<file path="src/rtl/pipe_front_regs.sv">
// Front-end pipeline state: PC, IF/ID and ID/EX registers with stall/flush
// handling and saturating trace counters for the stall and redirect events.
module pipe_front_regs #(
    parameter logic [31:0] RESET_PC = 32'h0000_0000,
    parameter int unsigned BUNDLE_W = 96,
    parameter int unsigned CNT_W    = 16
) (
    input  logic                cpu_clk,
    input  logic                cpu_rst,
    input  logic                stop_IF_ID,
    input  logic                stop_ID_EX,
    input  logic                br_taken,
    input  logic [31:0]         br_target,
    input  logic [31:0]         if_inst,
    input  logic [4:0]          id_rs1,
    input  logic [4:0]          id_rs2,
    input  logic [4:0]          id_wr,
    input  logic                id_isLoad,
    input  logic                id_reg_we,
    input  logic [BUNDLE_W-1:0] id_bundle,
    output logic [31:0]         pc,
    output logic [31:0]         id_pc,
    output logic [31:0]         id_inst,
    output logic                id_valid,
    output logic [31:0]         ex_pc,
    output logic [4:0]          ex_wr,
    output logic                ex_isLoad,
    output logic                ex_reg_we,
    output logic [BUNDLE_W-1:0] ex_bundle,
    output logic                ex_valid,
    output logic [CNT_W-1:0]    stall_cnt,
    output logic [CNT_W-1:0]    flush_cnt
);

    localparam logic [31:0]      NopInst = 32'h0000_0013;
    localparam logic [CNT_W-1:0] CntMax  = '1;

    typedef enum logic [1:0] {ActFlush, ActStall, ActBubble, ActAdvance} act_e;

    act_e act;

    logic [31:0]         pc_q, pc_d;
    logic [31:0]         id_pc_q, id_pc_d;
    logic [31:0]         id_inst_q, id_inst_d;
    logic                id_valid_q, id_valid_d;
    logic [31:0]         ex_pc_q, ex_pc_d;
    logic [4:0]          ex_wr_q, ex_wr_d;
    logic                ex_isLoad_q, ex_isLoad_d;
    logic                ex_reg_we_q, ex_reg_we_d;
    logic [BUNDLE_W-1:0] ex_bundle_q, ex_bundle_d;
    logic                ex_valid_q, ex_valid_d;
    logic [CNT_W-1:0]    stall_cnt_q, stall_cnt_d;
    logic [CNT_W-1:0]    flush_cnt_q, flush_cnt_d;

    // rs1/rs2 are consumed by the hazard unit directly; nothing here latches them.
    logic unused_rs;
    assign unused_rs = ^{id_rs1, id_rs2};

    // Priority decode of this cycle's pipeline action: redirect beats stall beats bubble.
    always_comb begin
        if (br_taken) begin
            act = ActFlush;
        end else if (stop_IF_ID) begin
            act = ActStall;
        end else if (stop_ID_EX) begin
            act = ActBubble;
        end else begin
            act = ActAdvance;
        end
    end

    // Next-state: ID/EX defaults to a bubble, IF/ID and PC default to hold.
    always_comb begin
        pc_d        = pc_q;
        id_pc_d     = id_pc_q;
        id_inst_d   = id_inst_q;
        id_valid_d  = id_valid_q;
        ex_pc_d     = '0;
        ex_wr_d     = '0;
        ex_isLoad_d = 1'b0;
        ex_reg_we_d = 1'b0;
        ex_bundle_d = '0;
        ex_valid_d  = 1'b0;
        stall_cnt_d = stall_cnt_q;
        flush_cnt_d = flush_cnt_q;
        unique case (act)
            ActFlush: begin
                pc_d       = br_target;
                id_pc_d    = '0;
                id_inst_d  = NopInst;
                id_valid_d = 1'b0;
                if (flush_cnt_q != CntMax) begin
                    flush_cnt_d = flush_cnt_q + CNT_W'(1);
                end
            end
            ActStall: begin
                if (stall_cnt_q != CntMax) begin
                    stall_cnt_d = stall_cnt_q + CNT_W'(1);
                end
            end
            ActBubble: begin
                pc_d       = pc_q + 32'd4;
                id_pc_d    = pc_q;
                id_inst_d  = if_inst;
                id_valid_d = 1'b1;
            end
            ActAdvance: begin
                pc_d       = pc_q + 32'd4;
                id_pc_d    = pc_q;
                id_inst_d  = if_inst;
                id_valid_d = 1'b1;
                // An empty IF/ID slot must reach EX as a clean bubble.
                if (id_valid_q) begin
                    ex_pc_d     = id_pc_q;
                    ex_wr_d     = id_wr;
                    ex_isLoad_d = id_isLoad;
                    ex_reg_we_d = id_reg_we;
                    ex_bundle_d = id_bundle;
                    ex_valid_d  = 1'b1;
                end
            end
            default: ;
        endcase
    end

    // State registers with synchronous reset that overrides every request.
    always_ff @(posedge cpu_clk) begin
        if (cpu_rst) begin
            pc_q        <= RESET_PC;
            id_pc_q     <= '0;
            id_inst_q   <= NopInst;
            id_valid_q  <= 1'b0;
            ex_pc_q     <= '0;
            ex_wr_q     <= '0;
            ex_isLoad_q <= 1'b0;
            ex_reg_we_q <= 1'b0;
            ex_bundle_q <= '0;
            ex_valid_q  <= 1'b0;
            stall_cnt_q <= '0;
            flush_cnt_q <= '0;
        end else begin
            pc_q        <= pc_d;
            id_pc_q     <= id_pc_d;
            id_inst_q   <= id_inst_d;
            id_valid_q  <= id_valid_d;
            ex_pc_q     <= ex_pc_d;
            ex_wr_q     <= ex_wr_d;
            ex_isLoad_q <= ex_isLoad_d;
            ex_reg_we_q <= ex_reg_we_d;
            ex_bundle_q <= ex_bundle_d;
            ex_valid_q  <= ex_valid_d;
            stall_cnt_q <= stall_cnt_d;
            flush_cnt_q <= flush_cnt_d;
        end
    end

    assign pc        = pc_q;
    assign id_pc     = id_pc_q;
    assign id_inst   = id_inst_q;
    assign id_valid  = id_valid_q;
    assign ex_pc     = ex_pc_q;
    assign ex_wr     = ex_wr_q;
    assign ex_isLoad = ex_isLoad_q;
    assign ex_reg_we = ex_reg_we_q;
    assign ex_bundle = ex_bundle_q;
    assign ex_valid  = ex_valid_q;
    assign stall_cnt = stall_cnt_q;
    assign flush_cnt = flush_cnt_q;

endmodule

</file>
<file path="config.mk">
export PLATFORM = sky130hd
export DESIGN_NAME = pipe_front_regs
export DESIGN_NICKNAME = d
export VERILOG_FILES = /design/src/rtl/pipe_front_regs.sv
export SDC_FILE = /design/constraint.sdc
export NUM_CORES = 1
export LEC_CHECK = 0
export CAP_MARGIN = 5
export CORE_AREA = 3 3 174 176
export CTS_CLUSTER_SIZE = 8
export DETAILED_ROUTE_END_ITERATION = 16
export DIE_AREA = 0 0 177 179
export PLACE_DENSITY = 0.77
export SLEW_MARGIN = 10
export SYNTH_ARGS = -nofsm -noshare
export SYNTH_HDL_FRONTEND = slang
export SYNTH_SLANG_ARGS = --single-unit
</file>
<file path="constraint.sdc">
create_clock -name cpu_clk -period 2.15 [get_ports cpu_clk]
set_input_delay 0.43 -clock cpu_clk [delete_from_list [all_inputs] [get_ports cpu_clk]]
set_output_delay 0.43 -clock cpu_clk [all_outputs]
set_load 0.03 [all_outputs]
</file>
# Word-level counts from Yosys, hierarchy flattened
# Index checks and enable logic that the tools add are counted.
dict set report word_totals {
  inputBits 182
  ram_bits 0
  rom_bits 0
  n_memories 0
  latch_bits 0
  reg_bits 265
  word_cells 37
  output_inout_bits 265
}
dict set report classes {
  n_lt_le_gt_ge 0
  n_eq_ne 5
  div 0
  n_reduce_logical 7
  n_shift 0
  add_sub_neg 3
  n_bitwise 2
  mux 8
  multipliers 0
}
# operator n
set op_table {}
lappend op_table {{one-hot mux 32 bit (2 select lines)} 3}
lappend op_table {{adder 16 x 1 -> 16 bit (second input constant)} 2}
lappend op_table {{adder 32 x 3 -> 32 bit (second input constant)} 1}
lappend op_table {{!= test 16 bit (second input constant)} 2}
lappend op_table {{== test 2 bit (second input constant)} 2}
lappend op_table {{two-way mux 2 bit} 2}
lappend op_table {{AND reduction 2 bit} 2}
lappend op_table {{OR reduction 2 bit} 2}
lappend op_table {{OR reduction 3 bit} 1}
lappend op_table {{== test 2 x 1 -> 1 bit (second input constant)} 1}
lappend op_table {{logical NOT 2 bit} 1}
lappend op_table {{two-way mux 1 bit} 2}
lappend op_table {{NOT 1 bit} 2}
lappend op_table {{one-hot mux 1 bit (2 select lines)} 1}
lappend op_table {{nonzero test 2 bit} 1}

# Longest topological paths before layout
# Gate-level depths: netlist (run 1).
dict set report logic_depth {
  word_depth 6
  mapped_depth 6
  depth_no_buf 5
}

# Worst setup path before layout (run 1)
# Ideal clock, no wire load.
dict set report synth_path {
  kind {register -> register}
  from {reg pc_q[18] (netlist: pc[18])}
  to {reg pc_q[30] (netlist: pc[30])}
  arrival_time_ns 2.062
  slack_ns -0.003
  period_less_slack_ns 2.153
  required_time_ns 2.059
  setup_time_ns 0.091
  path_stages_with_launch 6
  n_path_buf 1
  path_cell_list {dfxtp_1 > buf_4 > nand4_2 > or4_1 > or4_1 > a311oi_1}
}
dict set report synth_via {
  elab_chain_cells 2
}
# element line_no
set synth_lines {}
lappend synth_lines {{start, declared} 42} ;# logic [31:0] pc_q, pc_d;
lappend synth_lines {{start signal, assigned} 142} ;# pc_q <= pc_d;
lappend synth_lines {{adder 32 x 3 -> 32 bit} {102, 108}}
lappend synth_lines {{one-hot mux 32 bit (2 select lines)} 86} ;# unique case (act)
# No other way between the ends.
# A chain may end at the register's enable or synchronous reset.

# Worst setup path in the final report (run 1)
dict set report layout_path {
  from {reg pc_q[13] (netlist: pc[13])}
  to {out pc[13]}
}
# element line_no
set layout_lines {}
lappend layout_lines {{end, declared} 21} ;# output logic [31:0] pc,
# No word-level cell between the ends.

==> reports/results.ini, run 1 <==
[grt]
top_usage_layer = met2
grt_overflow = 0
grt_first_pass_wirelength_um = 50100
antenna_found_initial = 8
grt_max_degree = 70
use_met1 = 0.217
grt_pass1_vias = 8688
use_met3 = 0.0705
grt_usage = 0.202
met2_usage = 0.369

[pwr]
p_leak_nw = 6.37
power_density_nw_per_um2 = 739
ir_drop_v = 0.000639
total_power_mw = 11.7

[sta]
fin_worst_skew_ps = 19.0
finalSetupViolCount = 0
drv_slew = 0
layout_setup_ws_ps = 46.3
whs_ps = 434
rsz0062_at_grt = false
tightest_slew_ps = 761
fin_crit_sh = 0.978
relSlewSlack = 0.493
fmax_ghz = 0.475
report.final.hold_viol_count = 0
period_needed_ps = 2100

[min_path]
hold_class = primary input to register

[clock_network]
clkLatencyLatePin_ps = 520
cts-root-buf = clkbuf_16
post_cts_buffers = 0
cts_num_sinks = 265
cts_tree = done
clk_pin_slew_ps = 50
cts_buffer_depth = 3
htreeDepth = 2
cts_buffers = 39
post_cts_resized = 28
cts_hold_buf = 0

[yosys]
yosysWarnings = 0
syn_inst = 938
synth_top_cell_area_share = 0.560
ys.flop_type = dfxtp_1
synth_area_per_cell_sq_um = 10.1
postSynth.asyncResetShare = 0
synth_edf_count = 0
synth-seq-area-share = 0.560
syn_nets = 1123
synth.area.top_cells = dfxtp_1 56%, and2_1 9.0%, mux2i_1 7.3%, nor2_1 4.2%, nand2_1 1.6%
synth.distinct_cells = 54
syn-cell-area_sq_um = 9470
ys_ff_latch = 265
post-synth-top-area-cell = dfxtp_1

[place]
routabilityCongestion = 0.865
dp_hpwl_um = 25800
port_buffers = 436
dpl_cell_area_sq_um = 14700
dp_slack_ps = -122

[layout]
finish.utilization = 0.548
multi_input_comb_area_sq_um = 3910
fin_area_sq_um = 15800
final_nets = 1615
syn_to_final_growth_pct = 66.5
n_fill_cell = 2541
area.sequential_sq_um = 5310
drive_gt1_frac = 0.0879

[detailed_routing]
avgViaCountPerCell = 4.85
drt_iter0_drc = 443
via_count = 8834
wl_um = 34000
dr.pass1.iters = 5
routedWlPerCell_um = 18.7
postRouteAntennaNets = 0
drc = 0

[setup_path]
crit_path_start_kind = register
path_class = register to output pin
end_kind = output pin
startpoint = pc[13]$_SDFFE_PP0P_
crit_path_max_fanout = 5
slowest_delay_ps = 690
reg2reg_to = stall_cnt[8]$_SDFFE_PP0P_
reg2reg_slack_ps = 150
r2r_start = stall_cnt[0]$_SDFFE_PP0P_
worst_ep_arrival_time_ps = 1670
cp-endpoint = pc[13]
crit_chain = buf_4 > clkdlybuf4s50_1
r2r_cells = 5
cp_slowest_cell = clkdlybuf4s50_1
cp.required_ps = 1720

[die]
die_w_um = 177
fp-row-count = 62
die_h_um = 179
pin_count = 447
start_util = 0.329
core_area_sq_um = 28800
die_area_sq_um = 31700

[flow_run]
cap_violations = 0

[status]
status = finished, final reports clean

==> layout make-up <==
cell class,count,share of cell area
clock buffer,41,0.0630
clock inverter,4,0.00540
sequential,265,0.336
inverter,12,0.00286
timing repair buffer,500,0.313
multi-input combinational,612,0.248
tap,384,0.0305
antenna,3,0.000476
==> metrics by stage <==
step                      setup TNS [ps]  instances
final                                  0       1821
after floorplan                        0        938
after global placement             -6640       1773
after global routing                   0       1819
after CTS                              0       1818
after detailed placement           -9140       1773
==> synth_stat cells, drive strengths merged (3+ instances only) <==
master and number:
nor3 16, nor4 12, nor2b 10, mux2i 69
o31ai 13, a311o 3, xnor2 8, mux2 8
a311oi 9, o41ai 3, and3 7, o21ai 15
and4 8, clkbuf 31, nor2 105, buf 18
nand4 23, o21a 4, and2 137, nand3 21
o311ai 3, nand2 41, nand4b 4, ha 3
inv 12, dfxtp 265, a211oi 13, xor2 3
or4 15, or3 11, a21oi 29
==> cell families (layout without fill, tap and decap cells) <==
group | count (synthesis) | after routing | synth area share
other cells | 0 | 3 | 0
simple gates | 416 | 416 | 0.239
flops | 265 | 265 | 0.560
xor+xnor | 11 | 11 | 0.0102
fa+ha+maj | 3 | 3 | 0.00396
buf+inv | 61 | 557 | 0.0281
mux | 77 | 77 | 0.0824
compound gates | 105 | 105 | 0.0761
==> routing by layer <==
metal / share of wire / routed length, um
met1: 0.36 / 12100
met2: 0.52 / 17700
met4: 0.029 / 974
met5: 0.0020 / 67
met3: 0.093 / 3170
==> power by group <==
group | leakage [nW] | switching [mW] | internal [mW]
clock network | 0.526 | 2.11 | 3.37
logic | 3.70 | 0.517 | 0.573
registers | 2.15 | 0.0760 | 5.01
total | 6.37 | 2.70 | 8.96
==> placed cells by master, fill, tap and decap left out, drive strengths merged, types with 9 or more instances in the layout <==
cell type        n
nand3           21
nor3            16
clkbuf          41
o31ai           13
buf             66
inv             13
dfxtp          265
a21oi           29
mux2i           69
nor2b           10
clkdlybuf4s50  391
a211oi          13
o21ai           15
nor2           105
nand2           41
and2           137
nor4            12
dlymetal6s2s    15
or4             15
nand4           23
a311oi           9
dlygate4sd2     28
or3             11
==> sequential cells by signal, indices dropped and copies added (netlist names) <==
signal	count
id_inst	32
pc	32
ex_bundle	96
stall_cnt	16
id_valid	1
ex_reg_we	1
ex_valid	1
ex_wr	5
flush_cnt	16
ex_pc	32
id_pc	32
ex_isLoad	1
==> how the worst min path moves through the flow <==
stage | startpoint | to | slack (ps) | cells after the start
6_report | stop_IF_ID | stall_cnt[1]$_SDFFE_PP0P_ | 430 | 4
5_1_grt | stop_IF_ID | stall_cnt[1]$_SDFFE_PP0P_ | 450 | 4
4_1_cts | stop_IF_ID | stall_cnt[1]$_SDFFE_PP0P_ | 410 | 4
3_5_place_dp | id_pc[29]$_SDFFE_PP0P_ | ex_pc[29]$_SDFF_PP0_ | 470 | 1
3_3_place_gp | id_inst[4]$_SDFFE_PP1P_ | id_inst[4]$_SDFFE_PP1P_ | 460 | 2
2_1_floorplan | id_bundle[0] | ex_bundle[0]$_SDFF_PP0_ | 550 | 1
==> critical path: cells and delay by family (launching register included) <==
kind	cells	cell delay, ps
flip-flops	1	320
buffers and inverters	2	830
No activity file was read; power rests on OpenSTA's default activity.
==> run 2, diff against run 1 <==
Settings changed: CTS_CLUSTER_DIAMETER from default to 30.
==> reports/results.ini, run 2 (synthesis results as in run 1) <==
[status]
status = finished, final reports clean

[pwr]
pwr-share-comb = 0.070  ; -0.023
total_power_mw = 15.5  ; +33%
internal_power_mw = 12.1  ; +35%
pwr-share-seq = 0.329  ; -0.108
switching_share = 0.219  ; -0.0124
p_leak_nw = 6.96  ; +9.3%
ir_drop_v = 0.000670  ; +4.9%
clkPwrFrac = 0.601  ; +0.131
power_density_nw_per_um2 = 923  ; +25%
p_switching_mw = 3.40  ; +26%

[detailed_routing]
dr.pass1.iters = 5  ; unchanged
postRouteAntennaNets = 0  ; unchanged
met2WireLength_um = 17900  ; +1.3%
via_count = 9040  ; +2.3%
drt_iter0_drc = 383  ; -14%
avgViaCountPerCell = 4.80  ; -1.1%
highest_layer = met5
wl_met3_um = 3120  ; -1.5%
wl_um = 34800  ; +2.2%
drc = 0  ; unchanged
routedWlPerCell_um = 18.4  ; -1.3%
met1_length_um = 12400  ; +1.9%

[grt]
grt_overflow = 0  ; unchanged
grt_pass1_vias = 9004  ; +3.6%
grt_max_degree = 70  ; unchanged
grt_first_pass_wirelength_um = 51300  ; +2.4%
antenna_found_initial = 8  ; unchanged
grt_usage = 0.206  ; +0.00454

[sta]
layout_setup_ws_ps = 33.5  ; -12.8 ps
tightest_slew_ps = 757  ; -3.63 ps
fmax_ghz = 0.472  ; -0.61%
tns_ps = 0  ; unchanged
period_needed_ps = 2120  ; +12.8 ps
fin_crit_sh = 0.984  ; +0.00596
finalSetupViolCount = 0  ; unchanged
fin_worst_skew_ps = 24.0  ; +4.98 ps
whs_ps = 368  ; -65.9 ps
drv_slew = 0  ; unchanged
relSlewSlack = 0.495  ; +0.00242
report.final.hold_viol_count = 0  ; unchanged

[layout]
drive_gt1_frac = 0.122  ; +0.0343
fin_area_sq_um = 16800  ; +6.5%
largest_reg_flops = 96  ; unchanged
layout_common_cells = 373 x clkdlybuf4s50_1, 264 x dfxtp_1, 137 x and2_1
final_common_cell = clkdlybuf4s50_1
syn_to_final_growth_pct = 77.3
final_nets = 1637  ; +1.4%

[setup_path]
crit_path_max_fanout = 1  ; -4
path_class = register to output pin
crit_chain = clkdlybuf4s50_1
end_kind = output pin
slowest_delay_ps = 810  ; +120 ps
worst_ep_arrival_time_ps = 1690  ; +20 ps
cp_slowest_cell = clkdlybuf4s50_1
crit_buf_inv = 1  ; -1
cp.required_ps = 1720  ; about the same
crit_family = buffers and inverters
crit_path_start_kind = register

[place]
dp_hpwl_um = 25800  ; unchanged
dp_slack_ps = -122  ; unchanged
port_buffers = 436  ; unchanged
routabilityCongestion = 0.865  ; unchanged
dpl_cell_area_sq_um = 14700  ; unchanged

[flow_run]
cap_violations = 0  ; unchanged

[clock_network]
cts_num_sinks = 265  ; unchanged
cts_buffer_depth = 3  ; unchanged
post_cts_buffers = 0  ; unchanged
cts_buffers = 61  ; +56%
cts-root-buf = clkbuf_16
cts_tree = done
clk_pin_slew_ps = 50  ; about the same
htreeDepth = 2  ; unchanged
clkLatencyLatePin_ps = 560  ; +40 ps

[die]
die_w_um = 177  ; unchanged
pin_count = 447  ; unchanged
core_area_sq_um = 28800  ; unchanged
fp-row-count = 62  ; unchanged
start_util = 0.329  ; unchanged
die_h_um = 179  ; unchanged
die_area_sq_um = 31700  ; unchanged

[min_path]
hold_class = primary input to register

## run 2: final cells by class
| cell class | count | area, sq um |
|---|---|---|
| sequential | 265 | 5310 |
| antenna | 3 | 7.51 |
| clock buffer | 74 | 1630 |
| tap | 384 | 480 |
| timing repair buffer | 500 | 4920 |
| inverter | 12 | 45.0 |
| clock inverter | 35 | 498 |
| fill | 2421 | 12000 |
| multi-input combinational | 612 | 3910 |
## run 2: timing repair
action                     in CTS  in global routing
setup endpoints to repair      45                 17
hold buffers                    0                  0
cloned                          0                  0
gates resized for setup        45                 17
## run 2: worst paths after layout
path                                   from  depth (start not counted)                    endpoint  slack (ps)
hold / removal                   stop_IF_ID                          4   stall_cnt[1]$_SDFFE_PP0P_         370
setup reg to reg  stall_cnt[0]$_SDFFE_PP0P_                          6  stall_cnt[12]$_SDFFE_PP0P_         170
setup / recovery       ex_pc[29]$_SDFF_PP0_                          1                   ex_pc[29]          30
hold reg to reg      id_pc[29]$_SDFFE_PP0P_                          1        ex_pc[29]$_SDFF_PP0_         480
## run 2: per-layer routing
| metal | vias to the layer above | global-route usage |
|---|---|---|
| li1 | 4331 | - |
| met1 | 4203 | 0.219 |
| met2 | 411 | 0.368 |
| met3 | 85 | 0.0745 |
| met4 | 10 | 0.0894 |
| met5 | - | 0 |
## run 2: through the flow
step	instances	util
final	1885	0.584
after floorplan	938	-
after global placement	1773	0.510
after detailed placement	1773	0.510
after CTS	1882	0.582
after global routing	1884	0.584
## run 2: worst reg2reg max path, stage by stage, from the launching register on
cell	delay, ps
dfxtp_1	430
ha_1	260
nand2_1	130
or3_1	420
buf_4	180
or3_1	350
a21oi_1	140
## run 2: power by group through the flow
stage	combinational, mW	clock (mW)	sequential (mW)
CTS	1.10	9.45	5.09
floorplan	0.278	0	5.36
global route	1.16	9.71	5.10
finish	1.09	9.32	5.10
global placement	1.11	0	5.18
detailed placement	1.12	0	5.18
==> run 3, diff against run 2 <==
Settings changed: PLACE_DENSITY 0.77 to 0.65.
==> reports/results.ini, run 3 (synthesis results as in run 1) <==
[status]
status = finished, final reports clean

[layout]
final_nets = 1648  ; +0.67%
final_common_cell = clkdlybuf4s50_1
syn_to_final_growth_pct = 79.8
layout_common_cells = 384 x clkdlybuf4s50_1, 264 x dfxtp_1, 137 x and2_1
largest_reg_flops = 96  ; unchanged
drive_gt1_frac = 0.130  ; +0.00830
n_fill_cell = 2464  ; +1.8%
finish.utilization = 0.592  ; +0.00835

[die]
start_util = 0.329  ; unchanged
pin_count = 447  ; unchanged
die_area_sq_um = 31700  ; unchanged
die_w_um = 177  ; unchanged
die_h_um = 179  ; unchanged
core_area_sq_um = 28800  ; unchanged
fp-row-count = 62  ; unchanged

[setup_path]
r2r_cells = 5  ; -1
slowest_delay_ps = 680  ; -130 ps
crit_family = buffers and inverters
crit_path_start_kind = register
end_kind = output pin
cp.required_ps = 1720  ; about the same
reg2reg_to = pc[28]$_SDFFE_PP0P_
crit_chain = buf_4 > clkdlybuf4s50_1
path_class = register to output pin
reg2reg_slack_ps = 200  ; +30 ps
crit_buf_inv = 2  ; +1
crit_path_max_fanout = 4  ; +3
cp_slowest_cell = clkdlybuf4s50_1
r2r_start = pc[10]$_SDFFE_PP0P_
worst_ep_arrival_time_ps = 1680  ; about the same

[detailed_routing]
dr.pass1.iters = 5  ; unchanged
via_count = 8904  ; -1.5%
wl_um = 34700  ; about the same
postRouteAntennaNets = 0  ; unchanged
avgViaCountPerCell = 4.69  ; -2.2%
routedWlPerCell_um = 18.3  ; -0.74%
drt_iter0_drc = 374  ; -2.3%
drc = 0  ; unchanged

[place]
dp_slack_ps = -235  ; -113 ps
routabilityCongestion = 0.838  ; -3.1%
port_buffers = 436  ; unchanged
dp_hpwl_um = 26100  ; +1.5%

[sta]
finalSetupViolCount = 0  ; unchanged
period_needed_ps = 2110  ; -3.57 ps
tns_ps = 0  ; unchanged
fmax_ghz = 0.473  ; +0.17%
layout_setup_ws_ps = 37.1  ; +3.57 ps
rsz0062_at_grt = false
relSlewSlack = 0.520  ; +0.0248
fin_worst_skew_ps = 20.1  ; -3.84 ps
tightest_slew_ps = 720  ; -37.3 ps
drv_slew = 0  ; unchanged
fin_crit_sh = 0.983  ; -0.00166
report.final.hold_viol_count = 0  ; unchanged

[grt]
antenna_found_initial = 11  ; +3
grt_overflow = 0  ; unchanged
grt_pass1_vias = 8869  ; -1.5%
grt_usage = 0.209  ; +0.00289
grt_first_pass_wirelength_um = 51100  ; -0.30%
grt_max_degree = 44  ; -37%

[min_path]
hold_class = primary input to register
min_to = pc[13]$_SDFFE_PP0P_
holdPathStages = 4  ; unchanged
hold_start = cpu_rst

[clock_network]
clkLatencyLatePin_ps = 550  ; about the same
cts_buffer_depth = 3  ; unchanged
cts-root-buf = clkbuf_16
htreeDepth = 3  ; +1
cts_num_sinks = 265  ; unchanged
clk_pin_slew_ps = 40  ; about the same
cts_tree = done
cts_buffers = 67  ; +9.8%

[pwr]
p_leak_nw = 7.01  ; +0.69%
power_density_nw_per_um2 = 959  ; +3.9%
ir_drop_v = 0.000644  ; -4.0%

[flow_run]
cap_violations = 0  ; unchanged

-- run 3: timing repair --
item	in CTS	in global routing
hold buffers	0	0
setup buffers	0	0
setup endpoints to repair	37	14
resized for setup	37	14
-- run 3: how the worst max path moves through the flow --
stage	from	to	slack [ps]	depth (start not counted)
2_1_floorplan	stall_cnt[0]$_SDFFE_PP0P_	stall_cnt[0]$_SDFFE_PP0P_	2	5
3_3_place_gp	br_taken	ex_pc[3]$_SDFF_PP0_	-210	7
3_5_place_dp	br_taken	ex_bundle[86]$_SDFF_PP0_	-240	7
4_1_cts	flush_cnt[7]$_SDFFE_PP0P_	flush_cnt[7]	1	1
5_1_grt	pc[7]$_SDFFE_PP0P_	pc[7]	3	2
6_report	pc[7]$_SDFFE_PP0P_	pc[7]	40	2
-- run 3: layer usage --
layer,up-vias,routed length [um],global-route usage
met4,12,894,0.0877
li1,4354,-,-
met5,-,95,0
met1,4100,12400,0.222
met3,79,3250,0.0777
met2,359,18200,0.374
-- run 3: worst reg2reg max path, cell delays in order (launching register included) --
cell and delay (ps):
dfxtp_1 450, and4_1 310, nand4_1 130, buf_4 200, or4_1 510, a311oi_1 250
-- run 3: layout make-up --
type | instances | area, sq um | share of cell area
Tap cell | 384 | 480 | 0.0282
Clock inverter | 32 | 459 | 0.0270
Multi-Input combinational cell | 612 | 3910 | 0.230
Inverter | 12 | 45.0 | 0.00264
Timing Repair Buffer | 505 | 4960 | 0.291
Antenna cell | 4 | 10.0 | 0.000588
Sequential cell | 265 | 5310 | 0.311
Clock buffer | 84 | 1860 | 0.109
-- run 3: per-stage QoR --
| stage | power [mW] | hold slack (ps) | area, sq um | std cells |
|---|---|---|---|---|
| floorplan | 5.64 | 552 | 9480 | 938 |
| global placement | 6.29 | 461 | 14700 | 1778 |
| detailed placement | 6.31 | 467 | 14700 | 1778 |
| CTS | 16.6 | 373 | 17000 | 1894 |
| global route | 16.9 | 417 | 17000 | 1898 |
| finish | 16.3 | 408 | 17000 | 1898 |
-- run 3: where the power goes --
group	leakage (nW)	switching [mW]	internal [mW]	total, mW
Sequential	2.15	0.0636	5.02	5.09
Clock	1.13	3.06	7.08	10.1
Combinational	3.73	0.525	0.577	1.10
